`src/rtl/tone_selector.sv`:
```
// Single-voice piano tone selector: synchronizes and debounces eight keys,
// latches the highest-priority note for a minimum hold time, gates its tone to the speaker.
`timescale 1ns/1ps
module tone_selector #(
    parameter int unsigned DEBOUNCE_CYCLES = 1000000,
    parameter int unsigned MIN_HOLD_CYCLES = 5000000
) (
    input  logic       CLK,
    input  logic       RESET,
    input  logic [7:0] KEY,
    input  logic [7:0] TONE,
    output logic       SPEAKER,
    output logic [2:0] NOTE_IDX,
    output logic       PLAYING
);

    localparam int unsigned NKEYS  = 8;
    localparam int unsigned DB_W   = (DEBOUNCE_CYCLES > 1) ? $clog2(DEBOUNCE_CYCLES) : 1;
    localparam int unsigned HOLD_W = (MIN_HOLD_CYCLES > 0) ? $clog2(MIN_HOLD_CYCLES + 1) : 1;
    localparam logic [DB_W-1:0]   DB_LAST  = DB_W'(DEBOUNCE_CYCLES - 1);
    localparam logic [HOLD_W-1:0] HOLD_MAX = HOLD_W'(MIN_HOLD_CYCLES);

    typedef enum logic {
        S_IDLE = 1'b0,
        S_PLAY = 1'b1
    } state_t;

    logic [NKEYS-1:0] r_key_meta;
    logic [NKEYS-1:0] r_key_sync;
    logic [NKEYS-1:0] r_key_db;
    logic [DB_W-1:0]  r_db_cnt [NKEYS];

    state_t           r_state;
    logic [2:0]       r_note_idx;
    logic [HOLD_W-1:0] r_hold_cnt;
    logic             r_playing;
    logic             r_speaker;

    logic             w_sel_valid;
    logic [2:0]       w_sel;
    logic             w_hold_met;
    state_t           w_state_nxt;
    logic [2:0]       w_note_nxt;
    logic [HOLD_W-1:0] w_hold_nxt;

    // Key synchronizer and per-key debounce counters.
    always_ff @(posedge CLK or negedge RESET) begin
        if (!RESET) begin
            r_key_meta <= '0;
            r_key_sync <= '0;
            r_key_db   <= '0;
            for (int unsigned i = 0; i < NKEYS; i++) begin
                r_db_cnt[i] <= '0;
            end
        end else begin
            r_key_meta <= KEY;
            r_key_sync <= r_key_meta;
            for (int unsigned i = 0; i < NKEYS; i++) begin
                if (r_key_sync[i] == r_key_db[i]) begin
                    r_db_cnt[i] <= '0;
                end else if (r_db_cnt[i] == DB_LAST) begin
                    r_key_db[i] <= ~r_key_db[i];
                    r_db_cnt[i] <= '0;
                end else begin
                    r_db_cnt[i] <= r_db_cnt[i] + DB_W'(1);
                end
            end
        end
    end

    // Fixed priority: lowest set index (C4) wins.
    always_comb begin
        w_sel_valid = 1'b0;
        w_sel       = '0;
        for (int i = int'(NKEYS) - 1; i >= 0; i--) begin
            if (r_key_db[i]) begin
                w_sel_valid = 1'b1;
                w_sel       = 3'(i);
            end
        end
    end

    assign w_hold_met = (r_hold_cnt == HOLD_MAX);

    always_ff @(posedge CLK or negedge RESET) begin
        if (!RESET) begin
            r_state <= S_IDLE;
        end else begin
            r_state <= w_state_nxt;
        end
    end

    // Next state, note latch and hold counter; a note cannot stop or change before the hold is met.
    always_comb begin
        w_state_nxt = r_state;
        w_note_nxt  = r_note_idx;
        w_hold_nxt  = r_hold_cnt;
        case (r_state)
            S_IDLE: begin
                if (w_sel_valid) begin
                    w_state_nxt = S_PLAY;
                    w_note_nxt  = w_sel;
                    w_hold_nxt  = '0;
                end
            end
            S_PLAY: begin
                if (!w_hold_met) begin
                    w_hold_nxt = r_hold_cnt + HOLD_W'(1);
                end else if (!w_sel_valid) begin
                    w_state_nxt = S_IDLE;
                end else if (w_sel != r_note_idx) begin
                    w_note_nxt = w_sel;
                    w_hold_nxt = '0;
                end
            end
            default: begin
                w_state_nxt = S_IDLE;
            end
        endcase
    end

    always_ff @(posedge CLK or negedge RESET) begin
        if (!RESET) begin
            r_note_idx <= '0;
            r_hold_cnt <= '0;
            r_playing  <= 1'b0;
            r_speaker  <= 1'b0;
        end else begin
            r_note_idx <= w_note_nxt;
            r_hold_cnt <= w_hold_nxt;
            r_playing  <= (w_state_nxt == S_PLAY);
            r_speaker  <= (r_state == S_PLAY) ? TONE[r_note_idx] : 1'b0;
        end
    end

    assign SPEAKER  = r_speaker;
    assign NOTE_IDX = r_note_idx;
    assign PLAYING  = r_playing;

endmodule
```
`config.mk`:
```
export PLATFORM = sky130hd
export DESIGN_NAME = tone_selector
export DESIGN_NICKNAME = d
export VERILOG_FILES = /design/src/rtl/tone_selector.sv
export SDC_FILE = /design/constraint.sdc
export NUM_CORES = 1
export LEC_CHECK = 0
export CAP_MARGIN = 5
export CORE_MARGIN = 1.5
export CORE_UTILIZATION = 55
export DETAILED_ROUTE_END_ITERATION = 8
export GPL_TIMING_DRIVEN = 0
export PLACE_DENSITY = 0.73
export SLEW_MARGIN = 15
export SYNTH_ARGS = -nofsm -noshare
export SYNTH_HDL_FRONTEND = slang
export SYNTH_SLANG_ARGS = --single-unit
```
`constraint.sdc`:
```
create_clock -name CLK -period 3.2 [get_ports CLK]
set_input_delay 0.64 -clock CLK [delete_from_list [all_inputs] [get_ports CLK]]
set_output_delay 0.64 -clock CLK [all_outputs]
set_load 0.02 [all_outputs]
```
==> impl_metrics.env <==
export IMPL_report_final_hold_viol_count=0
export IMPL_num_antenna_cells=0
export IMPL_layout_filler_cells=1442
export IMPL_drt_pre_antenna_iters=4
export IMPL_highest_layer="met4"
export IMPL_post_synth_cell_area_avg_um2=10.03
export IMPL_grt_pass1_vias=7326
export IMPL_largest_delay_share_family_worst_path="buffers and inverters"
export IMPL_clock_skew_ps=8.986
export IMPL_rsz_0062_raised_after_global_routing="no"
export IMPL_design_final_nets=1107
export IMPL_clk_transition_reported_paths_ps=60
export IMPL_cts_resized_gates=0
export IMPL_synth_flop_type="dfrtp_1"
export IMPL_via_count=7295
export IMPL_placementRows=49
export IMPL_wirelength_met1_um=9213
export IMPL_fp_dieArea_um2=19590
export IMPL_synth_edf_count=0
export IMPL_initialDrtViolationCount=322
export IMPL_holdBufCountCts=0
export IMPL_pin_count=23
export IMPL_placedInstanceArea_um2=10890
export IMPL_final_layout_size_suffix_gt1_frac=0.08867
export IMPL_synth_seq_cells=212
export IMPL_grt_first_pass_wirelength_um=34020
export IMPL_seq_area_um2=5305
export IMPL_cts_made_buffers=24
export IMPL_timing_critical_path_slowest_cell_delay_ps=430
export IMPL_synth_cells=1029
export IMPL_drtAntennaViolNets=0
export IMPL_power_density_cell_area_nw_per_um2=482.2
export IMPL_area_growth_pct=13.24
export IMPL_met2_length_um=8763
export IMPL_final_estimated_routing_congestion_in_global_placement=0.8166
export IMPL_timing_max_cap_violations=0
export IMPL_multi_input_gate_area_um2=4771
export IMPL_ys_seq_area_frac=0.5141
export IMPL_post_cts_setup_buffer_count=0
export IMPL_groute_usage_overall=0.2064
export IMPL_startpoint_type="flip-flop"
export IMPL_tritoncts_clock_tree="yes"
export IMPL_vias_per_cell=5.514
export IMPL_worst_path_max_fanout=10
export IMPL_dieHeight_um=140.0
export IMPL_crit_reg2reg_launch="r_hold_cnt[0]"
export IMPL_initial_utilization=0.5667
export IMPL_slew_violations=0
export IMPL_post_synth_fa_ha_maj_area_fraction=0.01213
export IMPL_mappedNetlistNets=1057
export IMPL_worstPathCellList="inv_1, ha_1, nor4bb_1, and4_1, a21boi_0, buf_2, clkbuf_1, o21ai_0, a31oi_2"
export IMPL_static_leak_nw=4.873
export IMPL_finish_instance_area_um2=11690
export IMPL_ys_warn_count=0
export IMPL_clock_sinks=212
export IMPL_preCtsSetupSlack_ps=731.9
export IMPL_fp_dieW_um=140.0
export IMPL_setup_ws_ps=678.1
export IMPL_place_port_buffers=22
export IMPL_timing_critical_path_buf_inv=3
export IMPL_synth_area_mux_share=0.01928
export IMPL_root_buffer="clkbuf_16"
export IMPL_dominant_combinational_cell_family_by_area_after_synthesis="simple AND/OR/NAND/NOR gates"
export IMPL_worst_setup_path_end_kind="flip-flop"
export IMPL_wire_per_inst_um=14.44
export IMPL_clk_path_buf_depth=3
export IMPL_detailroute_wirelength_met3_um=601
export IMPL_drc_violations_left=0
export IMPL_routed_wl_um=19110
export IMPL_min_delay_path_class="input port to asynchronous set/reset pin"
export IMPL_timing_critical_path_from="r_hold_cnt[0]"
export IMPL_synth_area_um2=10320
export IMPL_worstSetupPathType="flip-flop to flip-flop"
export IMPL_worst_endpoint_required_ps=3620
export IMPL_clock_latency_of_the_later_clocked_register_in_the_worst_skew_pair_ps=510
export IMPL_status="completed"
export IMPL_worst_hold_slack_ps=70.31
export IMPL_async_reset_ff_frac=1.000
export IMPL_fin_crit_sh=0.7881
export IMPL_fp_coreArea_um2=18210
export IMPL_synth_xor_area_share=0.1282
export IMPL_tightestPinTransition_ps=973.4
export IMPL_timing_max_slew_rel_slack=0.3451
export IMPL_finalWorstPathRequiredPeriod_ps=2522
export IMPL_synthDistinctLibCells=53
export IMPL_grt_residual_overflow=0
export IMPL_final_core_util=0.6417
export IMPL_antenna_found_initial=0
export IMPL_synth_compound_gate_area_share=0.04680
export IMPL_finalSetupViolCount=0
export IMPL_synth_simple_area_share=0.2554
export IMPL_max_freq_mhz=396.5
export IMPL_hpwl_um=12790
export IMPL_worstPathArrival_ps=2950
export IMPL_slowest_stage="dfrtp_1"
export IMPL_cts_htree_levels=1
export IMPL_vdd_ir_drop_max_v=0.0005137
export IMPL_largest_net_degree_at_the_start_of_global_routing=79
[logic make-up (layout without fill, tap and decap cells)]
| kind of cell | Yosys count | in the layout |
|---|---|---|
| XOR/XNOR | 151 | 151 |
| flip-flops | 212 | 212 |
| adder cells (fa/ha/maj) | 10 | 10 |
| AO/OA/AOI/OAI | 55 | 55 |
| multiplexers | 16 | 16 |
| AND/OR/NAND/NOR | 528 | 528 |
| buffers and inverters | 57 | 122 |
[routing by layer]
layer	up-vias	GRT usage
met1	3505	0.2883
met5	-	0
li1	3642	-
met2	111	0.3391
met4	0	0.06537
met3	37	0.02598
[worst paths after layout]
path,cells after the start,end,slack (ps)
setup / recovery,9,r_hold_cnt[19],680
hold / removal,1,r_db_cnt[33],70
setup reg to reg,9,r_hold_cnt[19],680
hold reg to reg,0,r_key_sync[4],350
max in group asynchronous,2,r_db_cnt[117],2370
min in group CLK,0,r_key_sync[4],350
[cells in the final DEF, fill, tap and decap left out, types with 4 or more instances in the layout]
cell / count
or2_2: 9
xnor2_1: 81
a31oi_1: 4
mux2_2: 8
o21ai_0: 9
nand3b_1: 4
and3_1: 29
nor3_1: 22
a31oi_2: 13
nand2b_1: 7
nor2_1: 194
nor4bb_1: 6
clkbuf_16: 25
nand4_1: 28
nor4_1: 34
clkbuf_8: 7
xor2_1: 70
inv_1: 32
nand3_1: 84
and2_1: 7
ha_1: 10
clkdlybuf4s50_1: 21
clkbuf_1: 15
o211ai_2: 4
and4_1: 13
nor2b_1: 6
nor4b_1: 7
a21oi_1: 10
nand2_1: 67
dfrtp_1: 212
buf_2: 7
[final cells by class]
class                   instances  area share
plain buffers                  25     0.01103
clock buffers                  35     0.06275
clock inverters                 6    0.005140
inverters                      32     0.01028
multi-input cells             760      0.4083
flip-flops and latches        212      0.4540
well taps                     229     0.02452
repair buffers                 24     0.02399
[synth_stat cells, types with 2 or more instances]
cell,number,area (um2)
nor4b_1,7,61.31
or3_1,3,18.77
o21ai_0,9,45.04
nor3_1,22,110.1
and3_1,29,181.4
o211ai_2,4,50.05
nand2b_1,7,43.79
mux2_1,3,33.78
buf_1,2,7.510
o21bai_1,2,15.01
a31oi_1,4,25.02
nand3_1,84,420.4
dfrtp_1,212,5305
mux2i_1,3,30.03
a31oi_2,13,162.7
nor4bb_1,6,60.06
nor2_1,194,728.2
a21oi_1,10,50.05
mux4_2,2,45.04
inv_1,32,120.1
nor2b_1,6,37.54
buf_6,3,33.78
nor4_1,35,219.0
clkbuf_1,12,45.04
nand3b_1,4,30.03
buf_2,7,35.03
and2_1,7,43.79
mux2_2,8,90.09
and4_1,13,113.9
xor2_1,70,613.1
a41oi_1,3,26.28
nand2_1,67,251.5
or2_2,9,56.30
xnor2_1,81,709.4
nand4_1,28,175.2
nand4b_1,2,17.52
ha_1,10,125.1
[registers in the layout, indices dropped and copies added (netlist names)]
| signal | flops |
|---|---|
| r_key_sync | 8 |
| r_hold_cnt | 23 |
| r_db_cnt | 160 |
| SPEAKER | 1 |
| r_key_meta | 8 |
| NOTE_IDX | 3 |
| r_key_db | 8 |
| PLAYING | 1 |
[through the flow]
stage | total power, mW | instances | TNS, ps
4_1_cts | 5.701 | 1323 | 0
3_5_place_dp | 2.978 | 1282 | 0
3_3_place_gp | 2.968 | 1280 | -1548680
6_report | 5.634 | 1323 | 0
2_1_floorplan | 2.865 | 1029 | 0
5_1_grt | 5.825 | 1323 | 0
[where the power goes]
group          internal, mW  total, mW  switching, mW
registers              2.72       2.75         0.0322
clock network          1.66       2.71           1.05
logic                0.0617      0.176          0.114
total                  4.43       5.63           1.20
Note: power is estimated with default switching activity, not from simulation.
==> patch, RTL diff (same settings) <==
`DEBOUNCE_CYCLES`: 1000000 -> 500000.
--- a/src/rtl/tone_selector.sv
+++ b/src/rtl/tone_selector.sv
@@ -2,7 +2,7 @@
 // latches the highest-priority note for a minimum hold time, gates its tone to the speaker.
 `timescale 1ns/1ps
 module tone_selector #(
-    parameter int unsigned DEBOUNCE_CYCLES = 1000000,
+    parameter int unsigned DEBOUNCE_CYCLES = 500000,
     parameter int unsigned MIN_HOLD_CYCLES = 5000000
 ) (
     input  logic       CLK,
Function: no difference found for any inputs over 10 cycles, from zero or initial values and one cycle with RESET low; that may be too few to reach the edited logic, so the function may still have changed.
==> patch against the unedited design <==
Area after synthesis down 4.2%; sequential power down 4%; sequential cell count down 8; total power down 4.6%; worst setup slack worse by 0.021 ns; cell area down 4.6%; combinational power down 7%; routed wire length down 2.5%; cell count down 1.9%.
==> patch: results (changes against the unedited design) <==
The run finished with clean final reports. The maximum cell stage delay along the critical path works out to 0.50 ns (+0.07 ns). Synthesized netlist net count: 1041 (-1.5%).

The worst slew margin relative to its limit came out at 0.3958 (+0.05077). The run gives 0.004714 uW (-3.3%) as the static leakage. The number of buffers added by the clock tree synthesis step is 23 (-4.2%). The via count of the first global-routing pass is 6997 (-4.5%). The run gives 2.90 ns (-0.05 ns) as the worst endpoint data arrival time. Wire length of the first global-routing pass: 32300 um (-5.1%). The routed wire length on met3 came out at 575 um (-4.3%). The logs give 0.5166 (+0.002460) for the part of the Yosys area used for sequential elements and 1410 (-2.2%) for the number of filler instances in the final layout. The detailed placer's ending HPWL is 12290 um (-3.9%).

Fraction of layout instances using a drive strength above 1: 0.06803 (-0.02063). The largest registers in the layout are r_db_cnt x152, r_hold_cnt x23. The run gives 0.8082 (-1.0%) as the placer congestion estimate. Among all stages on the critical path, the largest delay is contributed by nor4_1. The tools report the starting DRC count in detailed routing as 406 (+26%).

The number of detailed-routing iterations run before antenna repair was 6 (+2); the minimum setup slack after placement was 0.7070 ns (-0.02495 ns). By area the synthesized netlist is led by dfrtp_1 52%, nor2_1 7.2%, xor2_1 6.2%. The run gives 59 (+11%) as the count of cell types in the netlist. Counting instances in the post-synthesis netlist gives the leading cell types as 204 x dfrtp_1, 189 x nor2_1, 95 x nand3_1. The detail-routed net length per standard cell was 14.35 um (-0.64%).

The tools report the cell-internal power as 4240 uW (-4.4%).
## patch: cell count changes in the layout (fill, tap and decap cells not counted), moves of 9 or more
cell	before	now
a31oi_2	13	0
nand2_1	67	81
nand3_1	84	95
nor3_1	22	13
nor4_1	34	25
or3_1	3	23
xnor2_1	81	66
## patch: worst paths after layout
check / slack (ns) / end / cells after the start / from
max: 0.66 / r_db_cnt[31]$_DFF_PN0_ / 7 / r_db_cnt[19]$_DFF_PN0_
min: 0.15 / r_db_cnt[67]$_DFF_PN0_ / 1 / RESET
max in group asynchronous: 2.11 / r_db_cnt[9]$_DFF_PN0_ / 2 / RESET
max reg2reg: 0.66 / r_db_cnt[31]$_DFF_PN0_ / 7 / r_db_cnt[19]$_DFF_PN0_
min reg2reg: 0.35 / r_key_sync[5]$_DFF_PN0_ / 0 / r_key_meta[5]$_DFF_PN0_
min in group CLK: 0.35 / r_key_sync[5]$_DFF_PN0_ / 0 / r_key_meta[5]$_DFF_PN0_
## patch: layer usage
| layer | vias up | track usage |
|---|---|---|
| li1 | 3594 | - |
| met1 | 3501 | 0.2945 |
| met3 | 19 | 0.03370 |
| met4 | 0 | 0.04971 |
| met2 | 84 | 0.3428 |
| met5 | - | 0 |
## patch: area by class of cell
class / instances / area, um^2 / area share
plain buffers: 24 / 136.4 / 0.01223
clock buffers: 32 / 649.4 / 0.05826
clock inverters: 5 / 81.33 / 0.007296
inverters: 27 / 101.3 / 0.009092
multi-input cells: 758 / 4539 / 0.4072
flip-flops and latches: 204 / 5105 / 0.4580
well taps: 225 / 281.5 / 0.02526
repair buffers: 23 / 252.7 / 0.02267
## patch: power groups by stage
| stage | Clock [uW] | Sequential [uW] | Combinational (uW) |
|---|---|---|---|
| 2_1_floorplan | 0 | 2680 | 75.0 |
| 3_3_place_gp | 0 | 2690 | 163 |
| 3_5_place_dp | 0 | 2690 | 170 |
| 4_1_cts | 2640 | 2650 | 171 |
| 5_1_grt | 2730 | 2650 | 193 |
| 6_report | 2570 | 2650 | 164 |
## patch: per-stage QoR
stage          setup TNS, ns  std cells    util
2_1_floorplan              0       1013       -
3_3_place_gp        -1417.07       1260  0.5962
3_5_place_dp               0       1261  0.5981
4_1_cts                    0       1298  0.6400
5_1_grt                    0       1298  0.6400
6_report                   0       1298  0.6400
## patch: logic make-up (layout without fill, tap and decap cells)
family                   count (synthesis)  count (layout)  share of synthesized area
multiplexers                            11              11                    0.01469
AO/OA/AOI/OAI                           69              69                    0.04837
AND/OR/NAND/NOR                        532             532                     0.2631
buffers and inverters                   51             111                    0.02405
XOR/XNOR                               136             136                     0.1205
adder cells (fa/ha/maj)                 10              10                    0.01266
flip-flops                             204             204                     0.5166
